[src/rtl/keypad_entry_ctrl_pkg.sv]
// rtl/keypad_entry_ctrl_pkg.sv - shared types and key bit map for keypad operand entry
package keypad_entry_ctrl_pkg;

    typedef enum logic {
        EDIT    = 1'b0,
        CONFIRM = 1'b1
    } entry_state_e;

    localparam int DIGIT_W = 4;

    // key_hex bit positions, shared with the button controller wrapper
    localparam int KEY_0 = 0;
    localparam int KEY_1 = 1;
    localparam int KEY_2 = 2;
    localparam int KEY_3 = 3;
    localparam int KEY_4 = 4;
    localparam int KEY_5 = 5;
    localparam int KEY_6 = 6;
    localparam int KEY_7 = 7;
    localparam int KEY_8 = 8;
    localparam int KEY_9 = 9;
    localparam int KEY_A = 10;
    localparam int KEY_B = 11;
    localparam int KEY_C = 12;
    localparam int KEY_D = 13;
    localparam int KEY_E = 14;
    localparam int KEY_F = 15;

    localparam logic [15:0] KEY_HEX_ALPHA_MASK = 16'hFFFF << KEY_A;

endpackage

[src/rtl/keypad_entry_ctrl_if.sv]
// rtl/keypad_entry_ctrl_if.sv - key pulse inputs and entry/commit outputs of the entry controller
interface keypad_entry_ctrl_if
    import keypad_entry_ctrl_pkg::*;
#(
    parameter int MAX_DIGITS = 4
);
    localparam int VAL_W = DIGIT_W * MAX_DIGITS;
    localparam int CNT_W = $clog2(MAX_DIGITS + 1);

    logic [15:0]      key_hex;
    logic             key_enter;
    logic             key_correct;
    logic             key_back;
    logic             key_yes;
    logic             key_no;
    logic [VAL_W-1:0] entry_value;
    logic [CNT_W-1:0] entry_count;
    logic             confirming;
    logic             commit_valid;
    logic [VAL_W-1:0] commit_value;
    logic             err_pulse;

    modport master (
        output key_hex, key_enter, key_correct, key_back, key_yes, key_no,
        input  entry_value, entry_count, confirming, commit_valid, commit_value, err_pulse
    );

    modport slave (
        input  key_hex, key_enter, key_correct, key_back, key_yes, key_no,
        output entry_value, entry_count, confirming, commit_valid, commit_value, err_pulse
    );

endinterface

[src/rtl/keypad_entry_ctrl_onehot16_enc.sv]
// rtl/keypad_entry_ctrl_onehot16_enc.sv - 16-bit one-hot to 4-bit index encoder with multi-hot flag
module onehot16_enc (
    input  logic [15:0] onehot,
    output logic [3:0]  index,
    output logic        valid,
    output logic        multi_hot
);

    always_comb begin
        index     = '0;
        valid     = 1'b0;
        multi_hot = 1'b0;
        for (int i = 0; i < 16; i++) begin
            if (onehot[i]) begin
                if (valid) multi_hot = 1'b1;
                index = 4'(i);
                valid = 1'b1;
            end
        end
    end

endmodule

[src/rtl/keypad_entry_ctrl.sv]
// rtl/keypad_entry_ctrl.sv - multi-digit operand entry with backspace, clear and yes/no commit
module keypad_entry_ctrl
    import keypad_entry_ctrl_pkg::*;
#(
    parameter int MAX_DIGITS     = 4,
    parameter bit HEX_EN         = 1'b1,
    parameter int TIMEOUT_CYCLES = 500_000_000
) (
    input  logic               clk,
    input  logic               rst,
    keypad_entry_ctrl_if.slave bus
);

    localparam int VAL_W = DIGIT_W * MAX_DIGITS;
    localparam int CNT_W = $clog2(MAX_DIGITS + 1);
    localparam int TMR_W = (TIMEOUT_CYCLES > 1) ? $clog2(TIMEOUT_CYCLES) : 1;
    localparam logic [TMR_W-1:0] TMR_LAST = (TIMEOUT_CYCLES > 0) ? TMR_W'(TIMEOUT_CYCLES - 1) : '0;

    entry_state_e     state_q, state_d;
    logic [VAL_W-1:0] value_q, value_d;
    logic [CNT_W-1:0] count_q, count_d;
    logic [VAL_W-1:0] commit_q, commit_d;
    logic             commit_valid_q, commit_valid_d;
    logic             err_q, err_d;
    logic [TMR_W-1:0] tmr_q, tmr_d;

    logic [3:0] digit_idx;
    logic       digit_any;
    logic       digit_multi;
    logic       digit_bad;
    logic       any_key;

    onehot16_enc u_enc (
        .onehot    (bus.key_hex),
        .index     (digit_idx),
        .valid     (digit_any),
        .multi_hot (digit_multi)
    );

    assign digit_bad = digit_multi
                     || (!HEX_EN && (|(bus.key_hex & KEY_HEX_ALPHA_MASK)))
                     || (count_q == CNT_W'(MAX_DIGITS));
    assign any_key   = digit_any | bus.key_enter | bus.key_correct | bus.key_back
                     | bus.key_yes | bus.key_no;

    always_ff @(posedge clk or posedge rst) begin
        if (rst) begin
            state_q        <= EDIT;
            value_q        <= '0;
            count_q        <= '0;
            commit_q       <= '0;
            commit_valid_q <= 1'b0;
            err_q          <= 1'b0;
            tmr_q          <= '0;
        end else begin
            state_q        <= state_d;
            value_q        <= value_d;
            count_q        <= count_d;
            commit_q       <= commit_d;
            commit_valid_q <= commit_valid_d;
            err_q          <= err_d;
            tmr_q          <= tmr_d;
        end
    end

    always_comb begin
        state_d        = state_q;
        value_d        = value_q;
        count_d        = count_q;
        commit_d       = commit_q;
        commit_valid_d = 1'b0;
        err_d          = 1'b0;
        tmr_d          = tmr_q;
        case (state_q)
            EDIT: begin
                if (bus.key_back) begin
                    value_d = '0;
                    count_d = '0;
                end else if (bus.key_correct) begin
                    if (count_q != '0) begin
                        value_d = value_q >> DIGIT_W;
                        count_d = count_q - 1'b1;
                    end else begin
                        err_d = 1'b1;
                    end
                end else if (bus.key_enter) begin
                    if (count_q != '0) begin
                        state_d = CONFIRM;
                        tmr_d   = '0;
                    end else begin
                        err_d = 1'b1;
                    end
                end else if (digit_any) begin
                    if (digit_bad) begin
                        err_d = 1'b1;
                    end else begin
                        value_d = (value_q << DIGIT_W) | VAL_W'(digit_idx);
                        count_d = count_q + 1'b1;
                    end
                end
            end
            CONFIRM: begin
                if (bus.key_back) begin
                    value_d = '0;
                    count_d = '0;
                    state_d = EDIT;
                end else if (bus.key_no) begin
                    state_d = EDIT;
                end else if (bus.key_yes) begin
                    commit_d       = value_q;
                    commit_valid_d = 1'b1;
                    value_d        = '0;
                    count_d        = '0;
                    state_d        = EDIT;
                end else if ((TIMEOUT_CYCLES != 0) && (tmr_q == TMR_LAST)) begin
                    // an unanswered prompt falls back to editing, keeping the digits
                    state_d = EDIT;
                    err_d   = 1'b1;
                end else if (any_key) begin
                    tmr_d = '0;
                end else begin
                    tmr_d = tmr_q + 1'b1;
                end
            end
            default: state_d = EDIT;
        endcase
    end

    assign bus.entry_value  = value_q;
    assign bus.entry_count  = count_q;
    assign bus.confirming   = (state_q == CONFIRM);
    assign bus.commit_valid = commit_valid_q;
    assign bus.commit_value = commit_q;
    assign bus.err_pulse    = err_q;

endmodule

[src/flat_wrapper.sv]
// flat-port wrapper written by rule: the top's interface ports become plain ports
module keypad_entry_ctrl_flat import keypad_entry_ctrl_pkg::*;
#(
    parameter int MAX_DIGITS     = 4,
    parameter bit HEX_EN         = 1'b1,
    parameter int TIMEOUT_CYCLES = 500_000_000
)
  (clk, rst, bus_key_hex, bus_key_enter, bus_key_correct, bus_key_back, bus_key_yes, bus_key_no, bus_entry_value, bus_entry_count, bus_confirming, bus_commit_valid, bus_commit_value, bus_err_pulse);
  keypad_entry_ctrl_if #(.MAX_DIGITS(MAX_DIGITS)) bus_i ();
  input  logic clk;
  input  logic rst;
  input wire logic [$bits(bus_i.key_hex)-1:0] bus_key_hex;
  input wire logic [$bits(bus_i.key_enter)-1:0] bus_key_enter;
  input wire logic [$bits(bus_i.key_correct)-1:0] bus_key_correct;
  input wire logic [$bits(bus_i.key_back)-1:0] bus_key_back;
  input wire logic [$bits(bus_i.key_yes)-1:0] bus_key_yes;
  input wire logic [$bits(bus_i.key_no)-1:0] bus_key_no;
  output wire logic [$bits(bus_i.entry_value)-1:0] bus_entry_value;
  output wire logic [$bits(bus_i.entry_count)-1:0] bus_entry_count;
  output wire logic [$bits(bus_i.confirming)-1:0] bus_confirming;
  output wire logic [$bits(bus_i.commit_valid)-1:0] bus_commit_valid;
  output wire logic [$bits(bus_i.commit_value)-1:0] bus_commit_value;
  output wire logic [$bits(bus_i.err_pulse)-1:0] bus_err_pulse;
  assign bus_i.key_hex = bus_key_hex;
  assign bus_i.key_enter = bus_key_enter;
  assign bus_i.key_correct = bus_key_correct;
  assign bus_i.key_back = bus_key_back;
  assign bus_i.key_yes = bus_key_yes;
  assign bus_i.key_no = bus_key_no;
  assign bus_entry_value = bus_i.entry_value;
  assign bus_entry_count = bus_i.entry_count;
  assign bus_confirming = bus_i.confirming;
  assign bus_commit_valid = bus_i.commit_valid;
  assign bus_commit_value = bus_i.commit_value;
  assign bus_err_pulse = bus_i.err_pulse;
  keypad_entry_ctrl #(.MAX_DIGITS(MAX_DIGITS), .HEX_EN(HEX_EN), .TIMEOUT_CYCLES(TIMEOUT_CYCLES)) u_core (.clk(clk), .rst(rst), .bus(bus_i));
endmodule
[config.mk]
export PLATFORM = sky130hd
export DESIGN_NAME = keypad_entry_ctrl_flat
export DESIGN_NICKNAME = d
export VERILOG_FILES = /design/src/rtl/keypad_entry_ctrl_pkg.sv /design/src/rtl/keypad_entry_ctrl_if.sv /design/src/rtl/keypad_entry_ctrl_onehot16_enc.sv /design/src/rtl/keypad_entry_ctrl.sv /design/src/flat_wrapper.sv
export SDC_FILE = /design/constraint.sdc
export NUM_CORES = 1
export LEC_CHECK = 0
export BUFFER_PORTS_ARGS = -buffer_cell sky130_fd_sc_hd__buf_2
export CAP_MARGIN = 20
export CORE_MARGIN = 4
export CORE_UTILIZATION = 40
export DETAILED_ROUTE_END_ITERATION = 8
export SLEW_MARGIN = 15
export SYNTH_ARGS = -nofsm -noshare
export SYNTH_HDL_FRONTEND = slang
export SYNTH_SLANG_ARGS = --single-unit
[constraint.sdc]
create_clock -name clk -period 3 [get_ports clk]
set_clock_uncertainty 0.2 [all_clocks]
set_input_delay 0 -clock clk [delete_from_list [all_inputs] [get_ports clk]]
set_output_delay 0 -clock clk [all_outputs]
set_load 0.03 [all_outputs]
==> metrics.md <==
| Metric | Value |
|---|---|
| Worst reg2reg setup slack | `170 ps` |
| First-pass DRT Iterations | `6` |
| Ys async rst share | `1.00` |
| Hold WS | `76.8 ps` |
| Final slew viol count | `0` |
| Die H | `105 um` |
| Synthesized area per cell | `10.0 sq um` |
| Outcome | `complete, no violations` |
| I/O pins | `61` |
| Largest net degree at the start of global routing | `35` |
| WL final | `8990 um` |
| Cells after Synth | `379` |
| Pwr/cell area | `496 nW/um^2` |
| Layout area overhead | `20.0%` |
| Leakage | `2.08 nW` |
| First-pass GRT wire length | `15,200 um` |
| Vias in the first global route | `3,116` |
| CP startpoint kind | `flop` |
| Layout cells sized above 1 | `0.292` |
| Starting density of the core | `0.410` |
| Clock network power share | `0.349` |
| Drt wl/cell | `15.4 um` |
| EDFF count, synth | `0` |
| Crit share post-route | `0.943` |
| CTS Buffer Depth | `2` |
| Total die area | `11,100 sq um` |
| Synth warn | `0` |
| Hold Path Class | `input pin to flop` |
| Total Routing Usage GR | `0.167` |
| Final nets | `475` |
| Total grt overflow | `0` |
| Total CTS buffers | `9` |
| Clock Root Buffer | `clkbuf_8` |
| Die W | `105 um` |
| Core Area | `9240 sq um` |
| Register area share after synthesis | `0.443` |
| Clk sinks | `67` |
| Via Count | `3,243` |
| DP HPWL | `6440 um` |
| Total negative slack | `0 ps` |
| Req. time, crit path | `3020 ps` |
| Iter 0 DRT Violations | `141` |
| Slew of the pin with the lowest slew margin | `780 ps` |
| Htree depth | `3` |
| Post-synth top area cell | `dfrtp_1` |
| Netlist cell types | `62` |
| Top cells by area, synth | `dfrtp_1 44%, mux2_2 4.8%, o21ai_0 4.1%, nor2_1 3.5%, mux2i_1 3.4%` |
| Antenna violations before repair | `0` |
| Via density per instance | `5.55` |
| Storage element area | `1680 sq um` |
| ANT nets after route | `0` |
| Max-cap violation count | `0` |
| Maximum VDD drop | `0.000238 V` |
| Min Tclk post-route | `2830 ps` |
| Net Sw Power | `0.738 mW` |
| Yosys top cell area share | `0.443` |
| Crit end category | `flop` |
| Cell Rows | `35` |
| Worst Path Arrival | `2850 ps` |
| Multi-input gate area | `1970 sq um` |
| CTS clk-pin slew, worst paths | `80 ps` |
| Placer Congestion | `0.842` |
| TritonCTS clock tree | `built` |
| DRC | `0` |
| Combinational share of power | `0.201` |
| Main synth FF type | `dfrtp_1` |
| Post-synth net total | `404` |
| Mapped cell area | `3790 sq um` |
| Max FO, Critical Path | `11` |
| Ant. Diodes | `0` |
| Final Util | `0.492` |
| Sequential Power Share | `0.450` |
| Setup Buffers After CTS | `0` |
| Clock latency on the worst-skew pair | `340 ps` |
| Fmax | `0.353 GHz` |
| Critical path type | `flop to flop` |
| Fillcell total | `851` |
| RSZ-0062 raised after global routing | `false` |
| # setup viols final | `0` |
| Internal power | `1.52 mW` |
| Switch share | `0.327` |
| Slew margin rel. | `0.480` |
| Commonest non-fill, non-tap cell in the layout | `dfrtp_1` |
| Yosys reg bits | `67` |
| I/O Buffers | `60` |
| Final hold vios | `0` |
| Most frequent cells in the layout | `67 x dfrtp_1, 60 x buf_2, 35 x nor2_1` |
per-stage QoR:
stage                     power, mW  worst slack [ps]  instances  area [sq um]
after floorplan                1.34               304        379          3790
after global placement         1.47               203        560          4250
after detailed placement       1.48               161        560          4250
after CTS                      2.29               144        584          4540
after global routing           2.38              19.0        584          4550
final                          2.25               170        584          4550
kinds of logic after synthesis:
logic type / Yosys count / synth area share
and+or+nand+nor: 147 / 0.213
AOI/OAI and AO/OA: 93 / 0.189
DFF: 67 / 0.443
buffers and inverters: 32 / 0.0433
muxes: 30 / 0.0849
xor gates and xnor gates: 6 / 0.0139
adders and majority gates: 4 / 0.0142
final timing paths:
check,from,end,depth (start not counted)
setup / recovery,u_core.tmr_q[20]$_DFFE_PP0P_,u_core.tmr_q[3]$_DFFE_PP0P_,8
hold / removal,bus_key_correct,u_core.bus.entry_value[2]$_DFFE_PP0P_,3
setup reg to reg,u_core.tmr_q[20]$_DFFE_PP0P_,u_core.tmr_q[3]$_DFFE_PP0P_,8
hold reg to reg,u_core.bus.commit_value[5]$_DFFE_PP0P_,u_core.bus.commit_value[5]$_DFFE_PP0P_,1
max in group asynchronous,rst,u_core.bus.confirming$_DFF_PP0_,4
min in group asynchronous,rst,u_core.tmr_q[12]$_DFFE_PP0P_,3
critical path, stage by stage (launching register included):
cell     delay [ps]
dfrtp_1         430
or4b_1          500
or4b_1          520
nor4_2          380
a31o_2          250
buf_4           180
nor3_1           60
a21oi_1         110
o21ai_0          80
layer usage:
metal	wire length (um)	GRT usage	vias to the layer above
met5	0	0	-
met4	131	0.0553	0
met3	364	0.0361	9
met2	4430	0.279	72
met1	4070	0.215	1606
li1	-	-	1556
layout make-up:
cell class / count / share of cell area
Tap cell: 129 / 0.0355
Inverter: 11 / 0.00908
Sequential cell: 67 / 0.369
Clock inverter: 7 / 0.0182
Clock buffer: 9 / 0.0272
Multi-Input combinational cell: 280 / 0.433
Timing Repair Buffer: 81 / 0.108
power by group through the flow:
stage	Clock, mW	Combinational [mW]	Sequential, mW
after floorplan	0	0.238	1.10
after global placement	0	0.437	1.03
after detailed placement	0	0.443	1.03
after CTS	0.815	0.457	1.01
after global routing	0.856	0.496	1.02
final	0.786	0.453	1.01
registers in the layout, indices dropped and copies added, names as in the netlist:
| name | flops |
|---|---|
| u_core.bus.commit_valid | 1 |
| u_core.bus.confirming | 1 |
| u_core.bus.err_pulse | 1 |
| u_core.bus.commit_value | 16 |
| u_core.bus.entry_value | 16 |
| u_core.bus.entry_count | 3 |
| u_core.tmr_q | 29 |
cells in the mapped netlist (2+ instances only):
library cell  number
o21ai_0           31
o2bb2ai_2          8
nor4b_1            5
clkbuf_1          12
a21oi_1           12
nand4_1            9
or3_1              3
and3_1             8
nand2_1           24
a22o_1             4
buf_2              2
nand2b_1           5
and2_1             3
nor2b_1            6
a41oi_1            2
o2bb2ai_1          2
nor4_1             4
or4b_1             2
or4_1              5
nor2_1            35
dfrtp_1           67
or2_2              2
nor3_1            14
mux2i_1           13
o31ai_1           12
o41ai_2            2
a31oi_1            5
mux2_2            16
inv_1             11
a221oi_1           2
nand3_1           12
or2_1              2
xor2_1             6
buf_6              5
what timing repair did:
| item | CTS | global route |
|---|---|---|
| resized for setup | 0 | 1 |
| endpoints found under the hold margin | 36 | 0 |
| hold buffers | 8 | 0 |
| setup endpoints to repair | 0 | 2 |
No activity file was read; power rests on OpenSTA's default activity.
